[config.mk]
export PLATFORM = sky130hd
export DESIGN_NAME = if_stage
export DESIGN_NICKNAME = d
export VERILOG_FILES = /design/src/rtl/legv8_pkg.sv /design/src/rtl/if_id_reg.sv /design/src/rtl/if_stage.sv
export SDC_FILE = /design/constraint.sdc
export NUM_CORES = 1
export LEC_CHECK = 0
export BUFFER_PORTS_ARGS = -buffer_cell sky130_fd_sc_hd__buf_4
export CORE_ASPECT_RATIO = 0.8
export CORE_UTILIZATION = 56
export CTS_CLUSTER_DIAMETER = 80
export DETAILED_ROUTE_END_ITERATION = 8
export GPL_ROUTABILITY_DRIVEN = 0
export PLACE_DENSITY = 0.81
export SLEW_MARGIN = 20
export SYNTH_ARGS = -nofsm -noshare
export SYNTH_HDL_FRONTEND = slang
export SYNTH_SLANG_ARGS = --single-unit
export TNS_END_PERCENT = 50
[constraint.sdc]
create_clock -name clk -period 3.05 [get_ports clk]
set_input_delay 0.1525 -clock clk [delete_from_list [all_inputs] [get_ports clk]]
set_output_delay 0.1525 -clock clk [all_outputs]
set_load 0.01 [all_outputs]
[src/rtl/legv8_pkg.sv]
// Shared LEGv8 fetch definitions: fetch FSM states, PC step, NOP word, reset PC.
// Latency: n/a (types and constants only).
// Backpressure: n/a.
package legv8_pkg;

    typedef enum logic [1:0] {
        IDLE  = 2'd0,
        REQ   = 2'd1,
        HOLD  = 2'd2,
        DRAIN = 2'd3
    } fetch_state_t;

    localparam logic [63:0] PC_STEP          = 64'd4;
    localparam logic [31:0] NOP_INSTR        = 32'h0000_0000;
    localparam logic [63:0] RESET_PC_DEFAULT = 64'h0;

    // Sequential fetch address; 64-bit unsigned, wraps silently at 2^64.
    function automatic logic [63:0] pc_next(input logic [63:0] pc);
        return pc + PC_STEP;
    endfunction

endpackage

[src/rtl/if_id_reg.sv]
// IF/ID pipeline register with clear > hold > load priority.
// Latency: one cycle from load to outputs.
// Backpressure: hold freezes contents; with neither hold nor load a bubble (valid=0) is inserted.
module if_id_reg
    import legv8_pkg::*;
(
    input  logic        clk,
    input  logic        reset,
    input  logic        clear,
    input  logic        hold,
    input  logic        load,
    input  logic [31:0] load_instr,
    input  logic [63:0] load_pc,
    output logic [31:0] Instruction,
    output logic [63:0] pc_out,
    output logic        if_valid
);

    logic [31:0] instr_q, instr_d;
    logic [63:0] pc_q, pc_d;
    logic        valid_q, valid_d;

    // Next IF/ID contents. When the upstream has nothing new and decode is not
    // held, the entry is marked dead so decode never executes a word twice.
    always_comb begin
        instr_d = instr_q;
        pc_d    = pc_q;
        valid_d = valid_q;
        if (clear) begin
            instr_d = NOP_INSTR;
            pc_d    = 64'h0;
            valid_d = 1'b0;
        end else if (hold) begin
            instr_d = instr_q;
            pc_d    = pc_q;
            valid_d = valid_q;
        end else if (load) begin
            instr_d = load_instr;
            pc_d    = load_pc;
            valid_d = 1'b1;
        end else begin
            valid_d = 1'b0;
        end
    end

    // IF/ID state flops.
    always_ff @(posedge clk or negedge reset) begin
        if (!reset) begin
            instr_q <= NOP_INSTR;
            pc_q    <= 64'h0;
            valid_q <= 1'b0;
        end else begin
            instr_q <= instr_d;
            pc_q    <= pc_d;
            valid_q <= valid_d;
        end
    end

    assign Instruction = instr_q;
    assign pc_out      = pc_q;
    assign if_valid    = valid_q;

endmodule

[src/rtl/if_stage.sv]
// LEGv8 instruction fetch: owns the PC, drives the imem req/ack handshake, feeds IF/ID.
// Latency: one instruction per cycle with zero-wait memory; IF/ID updates at the edge ending the ack cycle.
// Backpressure: stall freezes PC and IF/ID, parks an acked word in a hold buffer. IF_PERF_COUNTERS_EN adds counters.
module if_stage
    import legv8_pkg::*;
#(
    parameter logic [63:0] RESET_PC = RESET_PC_DEFAULT
) (
    input  logic        clk,
    input  logic        reset,
    input  logic        stall,
    input  logic        IF_Flush,
    input  logic        branch_taken,
    input  logic [63:0] branch_target,
    output logic        imem_req,
    output logic [63:0] imem_addr,
    input  logic        imem_ack,
    input  logic [31:0] imem_rdata,
    output logic [31:0] Instruction,
    output logic [63:0] pc_out,
    output logic        if_valid
`ifdef IF_PERF_COUNTERS_EN
    ,
    output logic [31:0] stall_cycles,
    output logic [31:0] flush_count
`endif
);

    fetch_state_t state_q, state_d;
    logic [63:0]  pc_q, pc_d;
    logic [63:0]  req_addr_q, req_addr_d;
    logic [31:0]  hold_q, hold_d;
    logic         imem_req_q, imem_req_d;

    logic         idr_load;
    logic [31:0]  idr_instr;
    logic [63:0]  idr_pc;

    // Fetch FSM next-state. A redirect never moves an address that is still
    // waiting for its ack; DRAIN lets that request finish and drops its data.
    always_comb begin
        state_d    = state_q;
        pc_d       = pc_q;
        req_addr_d = req_addr_q;
        hold_d     = hold_q;
        idr_load   = 1'b0;
        idr_instr  = imem_rdata;
        idr_pc     = req_addr_q;
        case (state_q)
            IDLE: begin
                state_d = REQ;
                if (branch_taken) begin
                    pc_d       = branch_target;
                    req_addr_d = branch_target;
                end else begin
                    req_addr_d = pc_q;
                end
            end
            REQ: begin
                if (branch_taken) begin
                    pc_d = branch_target;
                    if (imem_ack) begin
                        req_addr_d = branch_target;
                    end else begin
                        state_d = DRAIN;
                    end
                end else if (imem_ack) begin
                    if (stall) begin
                        hold_d  = imem_rdata;
                        state_d = HOLD;
                    end else begin
                        idr_load   = 1'b1;
                        pc_d       = pc_next(pc_q);
                        req_addr_d = pc_next(pc_q);
                    end
                end
            end
            HOLD: begin
                if (branch_taken) begin
                    pc_d       = branch_target;
                    req_addr_d = branch_target;
                    state_d    = REQ;
                end else if (!stall) begin
                    idr_load   = 1'b1;
                    idr_instr  = hold_q;
                    idr_pc     = pc_q;
                    pc_d       = pc_next(pc_q);
                    req_addr_d = pc_next(pc_q);
                    state_d    = REQ;
                end
            end
            DRAIN: begin
                if (branch_taken) begin
                    pc_d = branch_target;
                end
                if (imem_ack) begin
                    req_addr_d = pc_d;
                    state_d    = REQ;
                end
            end
            default: begin
                state_d = IDLE;
            end
        endcase
        imem_req_d = (state_d == REQ) || (state_d == DRAIN);
    end

    // Fetch FSM, PC, request address and hold buffer; reset abandons any handshake.
    always_ff @(posedge clk or negedge reset) begin
        if (!reset) begin
            state_q    <= IDLE;
            pc_q       <= RESET_PC;
            req_addr_q <= RESET_PC;
            hold_q     <= NOP_INSTR;
            imem_req_q <= 1'b0;
        end else begin
            state_q    <= state_d;
            pc_q       <= pc_d;
            req_addr_q <= req_addr_d;
            hold_q     <= hold_d;
            imem_req_q <= imem_req_d;
        end
    end

    assign imem_req  = imem_req_q;
    assign imem_addr = req_addr_q;

    if_id_reg u_if_id_reg (
        .clk         (clk),
        .reset       (reset),
        .clear       (IF_Flush | branch_taken),
        .hold        (stall),
        .load        (idr_load),
        .load_instr  (idr_instr),
        .load_pc     (idr_pc),
        .Instruction (Instruction),
        .pc_out      (pc_out),
        .if_valid    (if_valid)
    );

`ifdef IF_PERF_COUNTERS_EN
    logic [31:0] stall_cycles_q, stall_cycles_d;
    logic [31:0] flush_count_q, flush_count_d;

    // Saturating event counters.
    always_comb begin
        stall_cycles_d = stall_cycles_q;
        flush_count_d  = flush_count_q;
        if (stall && (stall_cycles_q != 32'hFFFF_FFFF)) begin
            stall_cycles_d = stall_cycles_q + 32'd1;
        end
        if ((IF_Flush | branch_taken) && (flush_count_q != 32'hFFFF_FFFF)) begin
            flush_count_d = flush_count_q + 32'd1;
        end
    end

    // Counter flops.
    always_ff @(posedge clk or negedge reset) begin
        if (!reset) begin
            stall_cycles_q <= 32'h0;
            flush_count_q  <= 32'h0;
        end else begin
            stall_cycles_q <= stall_cycles_d;
            flush_count_q  <= flush_count_d;
        end
    end

    assign stall_cycles = stall_cycles_q;
    assign flush_count  = flush_count_q;
`endif

endmodule

# ---- Word level (Yosys, flattened, before mapping)
# Cells that the tools add are included.
dict set report word_totals {
  ff_bits 260
  word_cells 66
  out_inout_bits 162
  input_bits 102
}
dict set report op_classes {
  eq_ne 9
  muxes 39
  n_reduce_logical 7
  add_sub_neg 1
  n_bitwise 2
}
# cell count
set ops {}
lappend ops {{$mux W64} 16}
lappend ops {{$pmux W64 S4} 1}
lappend ops {{$pmux W64 S3} 1}
lappend ops {{$mux W32} 5}
lappend ops {{$add A64 B3 Y64 const B} 1}
lappend ops {{$mux W2} 7}
lappend ops {{$pmux W2 S4} 1}
lappend ops {{$mux W1} 7}
lappend ops {{$eq A2 B2 Y1 const B} 3}
lappend ops {{$eq A2 B1 Y1 const B} 2}
lappend ops {{$ne A2 B2 Y1 const B} 2}
lappend ops {{$reduce_and A2 Y1} 2}
lappend ops {{$reduce_and A4 Y1} 1}
lappend ops {{$ne A3 B3 Y1 const B} 1}
lappend ops {{$logic_not A2 Y1} 1}
lappend ops {{$ne A2 B1 Y1 const B} 1}
lappend ops {{$pmux W1 S2} 1}
lappend ops {{$reduce_bool A2 Y1} 1}
lappend ops {{$reduce_or A2 Y1} 1}
lappend ops {{$logic_or A1 B1 Y1} 1}
lappend ops {{$not A1 Y1} 1}
lappend ops {{$or A1 B1 Y1} 1}

# ---- Depth between registers and ports, before layout
dict set report depth {
  word_depth 7
  mapped_depth 10
  depth_no_buf 7
}

# ---- Modules after synthesis
# Synthesis repeated with hierarchy kept, for this count alone.
dict set report unflattened {
  hier_cells 1539
  hier_area_um2 15220.8
}
# module instances cells_per_inst area_per_inst_um2
set by_module_without_submodules {}
lappend by_module_without_submodules {if_stage 1 1100 10348.7}
lappend by_module_without_submodules {if_id_reg 1 439 4872.2}

# ---- Least setup slack after synthesis
# Ideal clock, no wire load.
dict set report synth_timing {
  path_type {reg-to-reg}
  startpoint {register, netlist name imem_req}
  endpoint {register u_if_id_reg.pc_q[59] (netlist: u_if_id_reg.pc_out[59])}
  required_ps 2903
  slack_ps 347
  n_path_buf 4
  t_arrival_ps 2556
  path_stages_with_launch 10
  cell_sequence {dfrtp_1 -> inv_1 -> ha_1 -> clkbuf_1 -> nand2b_1 -> clkbuf_1 -> nor3_1 -> clkbuf_1 -> clkbuf_1 -> a311oi_1}
}
# element line
set synth_lines {}
lappend synth_lines {{to (signal assigned)} if_id_reg.sv:54} ;# pc_q <= pc_d;
lappend synth_lines {{to (decl)} if_id_reg.sv:20} ;# logic [63:0] pc_q, pc_d;

# ---- Worst setup path in the final report
dict set report layout_timing {
  startpoint {register pc_q[2]}
  endpoint {register pc_q[34]}
}
dict set report layout_via {
  elab_chain_cells 5
  word_cells_on_any_way 6
}
# element line
set layout_rtl {}
lappend layout_rtl {{from (decl)} if_stage.sv:30} ;# logic [63:0] pc_q, pc_d;
lappend layout_rtl {{from (signal assigned)} if_stage.sv:118} ;# pc_q <= pc_d;
lappend layout_rtl {{$add A64 B3 Y64 *} legv8_pkg.sv:19} ;# return pc + PC_STEP;
lappend layout_rtl {{$mux W64 *} {if_stage.sv:68, if_stage.sv:83}}
lappend layout_rtl {{$mux W64} if_stage.sv:67} ;# end else if (imem_ack) begin
lappend layout_rtl {{$mux W64} if_stage.sv:60} ;# if (branch_taken) begin
lappend layout_rtl {{$pmux W64 S3 *} if_stage.sv:49} ;# case (state_q)
# Every way passes the cells marked *; elsewhere a longest branch is shown, timed or not. The select of a mux whose other input is x is not followed.
# A chain may end at the register's enable or synchronous reset.

==> Flow_metrics.wiki <==
{| class="wikitable"
! Metric !! Value
|-
| Post-layout nets || between 1.5k and 2k
|-
| Maximum count of clock buffers along a single path || 3
|-
| First-pass GRT wire length || 70.0 mm
|-
| Cell accounting for the most synthesized area || dfrtp_1
|-
| Area of the die || 25300 um^2
|-
| Failing checks || hold timing
|-
| CTS Buf Count || 27
|-
| Startpoint type of the worst setup path || flop
|-
| Number of setup violations in the final report || 0
|-
| Required time reported for the critical path endpoint || roughly 3.5 ns
|-
| Top cells by count, synth || nand2_1, dfrtp_1, nor2_1
|-
| Fraction of the yosys area taken by sequential cells || 0.470
|-
| Max-slew headroom || 0.482
|-
| Outcome || finished with violations
|-
| Highest-utilization routing layer at the global route stage || met2
|-
| Share of final-layout standard cells stronger than drive strength 1 || 0.236
|-
| Post-layout instance area || between 15000 and 20000 um^2
|-
| Final wirelength || 44.4 mm
|-
| R2r worst-path depth || 7
|-
| Worst R2R Start || pc_q[2]
|-
| Post-synthesis cell type count || 65
|-
| Mapped Cells || 1516
|-
| PD cells || slightly below 700 nW/um^2
|-
| Worst Setup SP || pc_q[2]
|-
| Final worst path period need || 2.77 ns
|-
| Pins Over Slew Limit || 0
|-
| Setup slack of the most critical reg-to-reg path || 0.28 ns
|-
| Total I/O pin count || 264
|-
| Category of the critical setup timing path || reg2reg
|-
| HP Class || in2reg
|-
| Arrival time at the worst endpoint || between 3 and 4 ns
|-
| Clock tree from TritonCTS || built
|-
| RSZ-0062 raised after global routing || no
|-
| WHS || -0.00345 ns
|-
| Post-detailed-route via-to-cell ratio || around 6.4
|-
| Maximum clock frequency || 362 MHz
|-
| Met2 usage || 0.541
|-
| Number of antenna violations at the first check in global routing || 1
|-
| Area added between synthesis and finish || 30.2%
|-
| Clock skew after layout || 0.0121 ns
|-
| Lkg Pwr || 7.76 nW
|-
| Capture point of the critical path || pc_q[34]
|-
| Mapped Nets || 1624
|-
| Via count of the first global-routing pass || 13.1k
|-
| Post-synthesis cell area || between 10000 and 15000 um^2
|-
| Measured slew at the worst slew-check pin || about 0.78 ns
|-
| Worst VDD drop || roughly 650 uV
|-
| Root buffer cell || clkbuf_16
|-
| DRC || 0
|-
| Worst-skew pair later-pin latency || 0.54 ns
|-
| Per-cell routed wire length || 20.7 um
|-
| Met3 Resource Use GR || 0.0556
|-
| Vertical die dimension || 142 um
|-
| Count leader, synth || nand2_1
|-
| Met1 routing resource usage after global routing || 0.500
|-
| Post-synth top flop || dfrtp_1
|-
| Initial drt markers || 1494
|-
| Area fraction of the dominant cell type after synthesis || 0.470
|-
| Number of sinks on the clock net || 259
|-
| Number of flops mapped to enable cells by yosys || 0
|-
| Placed cell area || 16200 um^2
|-
| Proportion of register bits with asynchronous set or reset after synthesis || 1.00
|-
| Warning count from the yosys run || 0
|-
| Drt first pass iters || 5
|-
| Placement row count || 50
|-
| Via count || 13.7k
|-
| Largest net degree at the start of global routing || 78
|-
| Port Buf Inserts || roughly 260
|-
| Max Cap Viol || 0
|-
| # H-tree levels || 1
|-
| Clock transition time at the flip-flop clock pins of the worst setup and hold paths || 0.06 ns
|-
| HPWL reported at the end of detailed placement || 28.8 mm
|-
| Crit-path max FO || 17
|-
| Total global-route track usage || 0.351
|-
| FF+latch count, synth || 259
|-
| Top cells by area, synth || dfrtp_1, nand2_1, mux2_2, a311oi_1, nor2_1
|-
| Die span in x || 177 um
|-
| Effective utilization at floorplan || 0.580
|-
| Nature of the critical path endpoint || flop
|-
| Cells on Worst Hold Path || 4
|-
| Total negative setup slack || 0 ns
|-
| Final antenna-violating net count || 0
|-
| Synth Area per Inst || 9.10 um^2
|-
| Hold violation count in the final report || 1
|-
| Core Box Area || 23800 um^2
|-
| Portion of the clock cycle consumed by the worst path in the final layout || 0.907
|-
| FF-to-FF End || pc_q[34]
|-
| Total congestion overflow || 0
|}
==> stage by stage <==
step / worst slack, ns / power (mW) / hold slack [ns] / util / instances
after detailed placement: 0.254 / 9.05 / 0.183 / 0.679 / 2006
after global placement: 0.398 / 8.90 / 0.182 / 0.679 / 2006
after global routing: 0.124 / 13.1 / 0.0183 / 0.755 / 2146
after floorplan: 0.347 / 7.17 / -0.143 / - / 1516
final: 0.285 / 12.5 / -0.00345 / 0.755 / 2146
after CTS: 0.235 / 12.4 / 0.00570 / 0.755 / 2145
==> cells by family after synthesis <==
kind of cell	Yosys count	share of synthesized area
adders and majority gates	6	0.00544
AOI/OAI and AO/OA	345	0.177
buffers and inverters	146	0.0417
xor gates and xnor gates	14	0.00889
muxes	82	0.0652
DFF	259	0.470
and+or+nand+nor	664	0.232
==> timing repair <==
item                       CTS  global route
resized for setup            0             2
setup endpoints to repair    0             3
hold endpoints to repair   194             0
hold buffers                93             0
buffers inserted             0             0
==> critical path: stages, from the launching register on <==
cell      delay (ns)
dfrtp_1         0.47
ha_1            0.26
nand3_1         0.18
or4_1           0.76
nor4_4          0.31
buf_4           0.28
a311oi_1        0.13
a221oi_1        0.26
==> state kept, by name, indices dropped and copies added, names as in the netlist <==
| register | cells |
|---|---|
| hold_q | 32 |
| imem_addr | 64 |
| imem_req | 1 |
| pc_q | 64 |
| state_q | 1 |
| u_if_id_reg.Instruction | 32 |
| u_if_id_reg.if_valid | 1 |
| u_if_id_reg.pc_out | 64 |
==> where the power goes <==
| part | total [mW] | switching [mW] | internal (mW) |
|---|---|---|---|
| Sequential | 5.03 | 0.791 | 4.24 |
| Combinational | 4.19 | 2.36 | 1.83 |
| Clock | 3.28 | 1.37 | 1.92 |
| Total | 12.5 | 4.51 | 7.98 |
==> cells in the final DEF (no fill, tap or decap), types with 4 or more instances in the layout <==
| cell | instances |
|---|---|
| ha_1 | 6 |
| and2_1 | 12 |
| nor3_1 | 22 |
| o221ai_1 | 29 |
| and3_1 | 23 |
| a311oi_1 | 75 |
| nand3_1 | 53 |
| nand2b_1 | 5 |
| a31oi_1 | 7 |
| dfrtp_1 | 259 |
| a211oi_1 | 21 |
| nor4_2 | 4 |
| mux2_2 | 63 |
| clkbuf_16 | 27 |
| xor2_1 | 7 |
| a21boi_0 | 8 |
| o311ai_0 | 7 |
| and4_1 | 25 |
| clkbuf_1 | 10 |
| or3_1 | 12 |
| a21o_1 | 7 |
| o21ai_0 | 56 |
| dlygate4sd3_1 | 93 |
| a21oi_1 | 72 |
| or4_1 | 13 |
| buf_4 | 295 |
| inv_1 | 17 |
| nor4_1 | 11 |
| clkbuf_8 | 5 |
| buf_12 | 9 |
| o211ai_1 | 8 |
| nor2b_1 | 18 |
| xnor2_1 | 7 |
| nor2_1 | 143 |
| mux2i_1 | 19 |
| nand4_1 | 31 |
| o31ai_1 | 25 |
| nand2_1 | 265 |
| a221oi_1 | 5 |
==> per-layer routing <==
layer  wire [um]  part of all wire  up-vias
li1            -                 -     6174
met2       19900              0.45      849
met5           0                 0        -
met4        1510             0.034        0
met1       18400              0.42     6604
met3        4510              0.10      122
==> worst min path at each step <==
stage / startpoint / end / slack (ns)
3_3_place_gp: reset / imem_addr[1] / 0.18
4_1_cts: branch_target[59] / pc_q[59] / 0.006
3_5_place_dp: reset / u_if_id_reg.pc_out[10] / 0.18
6_report: branch_target[20] / pc_q[20] / -0.003
2_1_floorplan: reset / hold_q[0] / -0.14
5_1_grt: branch_target[59] / pc_q[59] / 0.02
==> final cells by class <==
cell class                      instances  area, um^2
Sequential cell                       259        6480
Fill cell                            1687        5820
Tap cell                              312         390
Timing Repair Buffer                  398        3340
Clock inverter                          4        76.3
Antenna cell                            1        2.50
Multi-Input combinational cell       1111        6810
Clock buffer                           42         782
Inverter                               19        71.3
Note: power is estimated with default switching activity, not from simulation.
